### src/rtl/aw_write_sched.sv
// aw_write_sched: write-path scheduler for the shared interconnect.
// Arbitrates AW requests from M1 (CPU) and M2 (DMA) round-robin and holds the
// grant through the W burst and the B response, so the W/B muxes stay locked
// to one master per transaction. Latches AWLEN, counts W beats and flags
// WLAST/beat-count mismatches.
//
// Optional feature macro: AW_SCHED_TIMEOUT_EN (adds a DATA/RESP timeout and
// the timeout_err output).
//
// Ports:
//   clk, rst                  clock, synchronous active-low reset
//   AWVALID_Mx, AWLEN_Mx      master address requests and burst lengths
//   AWREADY_S                 ready from the decoded slave
//   AWVALID_S, AWREADY_Mx     address handshake toward slave / masters (comb)
//   grant                     one-hot master select (bit0=M1, bit1=M2)
//   WVALID/WREADY/WLAST       muxed W channel of the granted path
//   BVALID/BREADY             muxed B channel of the granted path
//   busy                      high whenever not IDLE
//   wlast_err                 one-cycle pulse on WLAST/beat-count mismatch
//   timeout_err               one-cycle pulse on response timeout (optional)
module aw_write_sched #(
    parameter int unsigned LEN_W  = 4,
    parameter int unsigned TO_W   = 8,
    parameter int unsigned TO_MAX = 255
) (
    input  logic             clk,
    input  logic             rst,
    input  logic             AWVALID_M1,
    input  logic             AWVALID_M2,
    input  logic [LEN_W-1:0] AWLEN_M1,
    input  logic [LEN_W-1:0] AWLEN_M2,
    input  logic             AWREADY_S,
    output logic             AWVALID_S,
    output logic             AWREADY_M1,
    output logic             AWREADY_M2,
    output logic [1:0]       grant,
    input  logic             WVALID,
    input  logic             WREADY,
    input  logic             WLAST,
    input  logic             BVALID,
    input  logic             BREADY,
    output logic             busy,
`ifdef AW_SCHED_TIMEOUT_EN
    output logic             wlast_err,
    output logic             timeout_err
`else
    output logic             wlast_err
`endif
);

    typedef enum logic [1:0] {IDLE, ADDR, DATA, RESP} state_t;

    state_t             state, state_nxt;
    logic [1:0]         grant_nxt;
    logic               last_m2, last_m2_nxt;   // 1: M2 was served last
    logic [LEN_W-1:0]   len, len_nxt;
    logic [LEN_W-1:0]   cnt, cnt_nxt;
    logic               wlast_err_nxt;
    logic               aw_hs;
    logic               final_beat;

`ifdef AW_SCHED_TIMEOUT_EN
    logic [TO_W-1:0]    to_cnt, to_cnt_nxt;
    logic               timeout_nxt;
`endif

    // Elaboration guard: the timeout limit must fit in its counter.
    if ((TO_MAX >> TO_W) != 0) begin : g_to_max_check
        $error("TO_MAX does not fit in TO_W bits");
    end

    // Next-state, datapath updates and combinational AW handshake.
    always_comb begin
        state_nxt     = state;
        grant_nxt     = grant;
        last_m2_nxt   = last_m2;
        len_nxt       = len;
        cnt_nxt       = cnt;
        wlast_err_nxt = 1'b0;
        AWVALID_S     = 1'b0;
        AWREADY_M1    = 1'b0;
        AWREADY_M2    = 1'b0;
        aw_hs         = 1'b0;
        final_beat    = (cnt == len);
`ifdef AW_SCHED_TIMEOUT_EN
        to_cnt_nxt    = to_cnt;
        timeout_nxt   = 1'b0;
`endif
        case (state)
            IDLE: begin
                if (AWVALID_M1 && AWVALID_M2) begin
                    grant_nxt = last_m2 ? 2'b01 : 2'b10;
                end else if (AWVALID_M1) begin
                    grant_nxt = 2'b01;
                end else if (AWVALID_M2) begin
                    grant_nxt = 2'b10;
                end
                if (AWVALID_M1 || AWVALID_M2) begin
                    state_nxt = ADDR;
                end
            end
            ADDR: begin
                AWVALID_S  = (grant[0] & AWVALID_M1) | (grant[1] & AWVALID_M2);
                AWREADY_M1 = AWREADY_S & grant[0];
                AWREADY_M2 = AWREADY_S & grant[1];
                aw_hs      = AWVALID_S & AWREADY_S;
                if (aw_hs) begin
                    len_nxt   = grant[1] ? AWLEN_M2 : AWLEN_M1;
                    cnt_nxt   = '0;
                    state_nxt = DATA;
`ifdef AW_SCHED_TIMEOUT_EN
                    to_cnt_nxt = '0;
`endif
                end
            end
            DATA: begin
                // Exit is driven by the beat count; WLAST is only checked.
                if (WVALID && WREADY) begin
                    wlast_err_nxt = (WLAST != final_beat);
                    if (final_beat) begin
                        state_nxt = RESP;
                    end else begin
                        cnt_nxt = cnt + 1'b1;
                    end
                end
            end
            RESP: begin
                if (BVALID && BREADY) begin
                    last_m2_nxt = grant[1];
                    grant_nxt   = 2'b00;
                    state_nxt   = IDLE;
                end
            end
            default: begin
                state_nxt = IDLE;
                grant_nxt = 2'b00;
            end
        endcase
`ifdef AW_SCHED_TIMEOUT_EN
        // A completing handshake (state change) wins over the timeout.
        if (state == DATA || state == RESP) begin
            to_cnt_nxt = to_cnt + 1'b1;
            if (to_cnt == TO_W'(TO_MAX) && state_nxt == state) begin
                timeout_nxt = 1'b1;
                last_m2_nxt = grant[1];
                grant_nxt   = 2'b00;
                state_nxt   = IDLE;
            end
        end
`endif
    end

    // State and registered outputs.
    always_ff @(posedge clk) begin
        if (!rst) begin
            state     <= IDLE;
            grant     <= 2'b00;
            last_m2   <= 1'b1;
            len       <= '0;
            cnt       <= '0;
            busy      <= 1'b0;
            wlast_err <= 1'b0;
`ifdef AW_SCHED_TIMEOUT_EN
            to_cnt      <= '0;
            timeout_err <= 1'b0;
`endif
        end else begin
            state     <= state_nxt;
            grant     <= grant_nxt;
            last_m2   <= last_m2_nxt;
            len       <= len_nxt;
            cnt       <= cnt_nxt;
            busy      <= (state_nxt != IDLE);
            wlast_err <= wlast_err_nxt;
`ifdef AW_SCHED_TIMEOUT_EN
            to_cnt      <= to_cnt_nxt;
            timeout_err <= timeout_nxt;
`endif
        end
    end

endmodule

### config.mk
export PLATFORM = sky130hd
export DESIGN_NAME = aw_write_sched
export DESIGN_NICKNAME = d
export VERILOG_FILES = /design/src/rtl/aw_write_sched.sv
export SDC_FILE = /design/constraint.sdc
export NUM_CORES = 1
export LEC_CHECK = 0
export BUFFER_PORTS_ARGS = -buffer_cell sky130_fd_sc_hd__buf_4
export CELL_PAD_IN_SITES_DETAIL_PLACEMENT = 1
export CELL_PAD_IN_SITES_GLOBAL_PLACEMENT = 1
export CORE_MARGIN = 3
export CORE_UTILIZATION = 42
export CTS_BUF_LIST = sky130_fd_sc_hd__clkbuf_4
export CTS_CLUSTER_DIAMETER = 80
export DETAILED_ROUTE_END_ITERATION = 10
export HOLD_SLACK_MARGIN = 0.02
export PLACE_DENSITY = 0.84
export SLEW_MARGIN = 15
export SYNTH_ARGS = -nofsm -noshare
export SYNTH_HDL_FRONTEND = slang
export SYNTH_SLANG_ARGS = --single-unit
export TNS_END_PERCENT = 100
### constraint.sdc
create_clock -name clk -period 2 [get_ports clk]
set_input_delay 0.3 -clock clk [delete_from_list [all_inputs] [get_ports clk]]
set_output_delay 0.3 -clock clk [all_outputs]
set_load 0.1 [all_outputs]
==> results.md <==
- CTS tree: yes
- Number of core rows: 15
- Non-filler cells, final: 136
- CP endpoint kind: primary output
- Pre-CTS setup slack: 435 ps
- Commonest cells in the netlist: dfxtp_1 (15), mux2i_1 (9), nand2_1 (9), nor2b_1 (5), xor2_1 (5)
- Final worst setup slack: around 120 ps
- Hold buffer count at cts: 0
- Filler cell count: 224
- Clk sinks: 15
- Flop pwr share: 0.478
- Final period util: 0.942
- # diodes: 0
- Post-CTS sizing: 0
- P_sw: about 210 uW
- Number of flops mapped to enable cells by yosys: 0
- M3 GR Usage: 0.0466
- Drt wl/cell: between 10 and 15 um
- Main combinational cell family by area after synthesis: simple AND/OR/NAND/NOR gates
- Nets: 131
- WS Path Type: register to primary output
- Finished Core Util: 0.583
- # IOs: 25
- Die width: approximately 51 um
- Post-Synth Simple-Gate Area: 0.264
- Netlist cell types: 33
- Tot Pwr: ~680 uW
- Netlist Area Pre-Place: approximately 850 um^2
- Area growth from synthesis to layout: 24.9%
- Mux contribution to synthesized area: 0.106
- Share of cells above drive strength 1: 0.333
- First-pass GRT wire length: 3.73 mm
- Setup repair bufs after CTS: 0
- Final non-filler cell area: 0.00106 mm^2
- CTS Root Cell: clkbuf_4
- Fmax: 531 MHz
- Internal power: ~460 uW
- Status: completed
- Die Y: 51.0 um
- Ys Warns: 0
- Synth Area in Compound Gates: 0.166
- Ys flop type: dfxtp_1
- Maximum VDD drop: 0.354 mV
- XOR/XNOR Fraction of Synth Area: 0.0515
- Initial Util: 0.467
- DRT Wirelength: 2.00 mm
- Via count: 741
- Cell with the most instances after synthesis: dfxtp_1
- RSZ-0062 raised after global routing: false
- Crit path from: state[0]
- Critical Path Fanout Max: 9
- Number of synthesized register bits: 15
- Detailed Place HPWL: 1.55 mm
- Post-synthesis cell count: 89
- Max Cap Viol: 0
- Sw Share: 0.316
- Clk pwr share: 0.281
- Clk buf depth: 2
- Vias per cell: 5.45
- # setup viols final: 0
- Core area: roughly 0.0018 mm^2
- Clock Latency Late Sink: 280 ps
- Minimum clock period: 1880 ps
- Logic pwr share: 0.241
- Top cells by area, synth: dfxtp_1 (35%), mux2i_1 (11%), xor2_1 (5.2%)
- Placed cells: around 130
- PD cells: 640 mW/mm^2
- Synth Area in Adders: 0.0147
- Final Wtd Congestion: 0.714
- Routing usage on met1: 0.233
- Number of global-route vias before repair: 830
- CTS HTree Levels: 1
- Required time of the critical path: between 1500 and 2000 ps
- DR pass1 iterations: 2
- Worst R2R Start: state[0]
- Remaining antenna violation count: 0
- GRT overflow: 0
- Syn_nets: around 110
- Inserted Clock Buffers: 3
- DRC: 0
- Initial antenna violation count: 0
- Final TNS setup: 0 ps
- Slew headroom: 0.739
- Largest net degree at the start of global routing: 20
- Ys async rst share: 0
- P_leak: 0.506 nW
- Top Usage Layer GRT: met2
- Critical hold path startpoint: rst
- Mean Syn Cell Area: 9.55 um^2
- Sequential-to-total area share from yosys stat: 0.353
- Yosys top cell area share: 0.353
- Max Slew Vio Count: 0
- Clk pin slew, worst setup/hold paths: 90 ps
- Fin Hold WS: 287 ps
- IO Port Bufs: 24
- DRT iter0 DRCs: 4
- Worst EP arrival: 1580 ps
- GRT Total Usage: 0.185
- Clk_skew: 2.33 ps
- Final hold violations: 0
- Met2 global-route usage: 0.311
- Cell Area, Placed: ~0.0010 mm^2
- Least-Margin Pin Slew: 388 ps
- Cell taking the most area after synthesis: dfxtp_1
- Die area: 0.00260 mm^2
- Critical path startpoint category: register
- Min-Delay Path Class: input pin to register
[cell families (layout without fill, tap and decap cells)]
logic type / Yosys count / in the layout
buf+inv: 7 / 29
flops: 15 / 15
fa+ha+maj: 1 / 1
compound gates: 17 / 17
simple gates: 35 / 35
mux: 9 / 9
xor+xnor: 5 / 5
[final cells by class]
class                           count  area [um^2]  share of cell area
Inverter                            1         3.75             0.00354
Tap cell                           25         31.3              0.0295
Sequential cell                    15          303               0.285
Clock buffer                        4         30.0              0.0283
Timing Repair Buffer               24          180               0.170
Multi-Input combinational cell     67          513               0.483
[power groups by stage]
stage	registers [mW]	logic, mW	clock network, mW
4_1_cts	0.325	0.164	0.197
2_1_floorplan	0.362	0.0834	0
5_1_grt	0.328	0.175	0.214
3_5_place_dp	0.332	0.164	0
3_3_place_gp	0.331	0.161	0
6_report	0.324	0.163	0.191
[sequential cells by signal, summed over array words and instances, names as in the netlist]
register and cells:
grant 2, cnt 4, wlast_err 1, last_m2 1, len 4, busy 1, state 2
[layout by cell type, fill, tap and decap left out, types with 2 or more instances in the layout]
master and n:
mux2i_1 9, dfxtp_1 13, a32oi_1 2, o211a_1 4, nand3_1 3, a21oi_1 3
a211oi_1 2, xor2_1 5, a21boi_0 2, or3b_1 2, nor2b_1 5, dfxtp_2 2
clkbuf_4 4, buf_4 24, nand2_1 9, nor2_1 2, nand3b_1 3, and3_2 2
[per-layer routing]
layer	wire length (um)	up-vias
met4	25	0
li1	-	366
met5	0	-
met3	105	4
met2	914	21
met1	948	350
[critical path, cell delays in order, from the launching register on]
cell and delay [ps]:
dfxtp_1 490, nor2b_2 310, and3_2 220, buf_4 280
[worst paths after layout]
kind,end,slack [ps],cells after the start
worst min-delay path,last_m2,290,2
worst max-delay path,AWREADY_M2,120,3
worst min register to register,last_m2,510,2
worst max register to register,cnt[2],440,4
No activity file was read; power rests on OpenSTA's default activity.
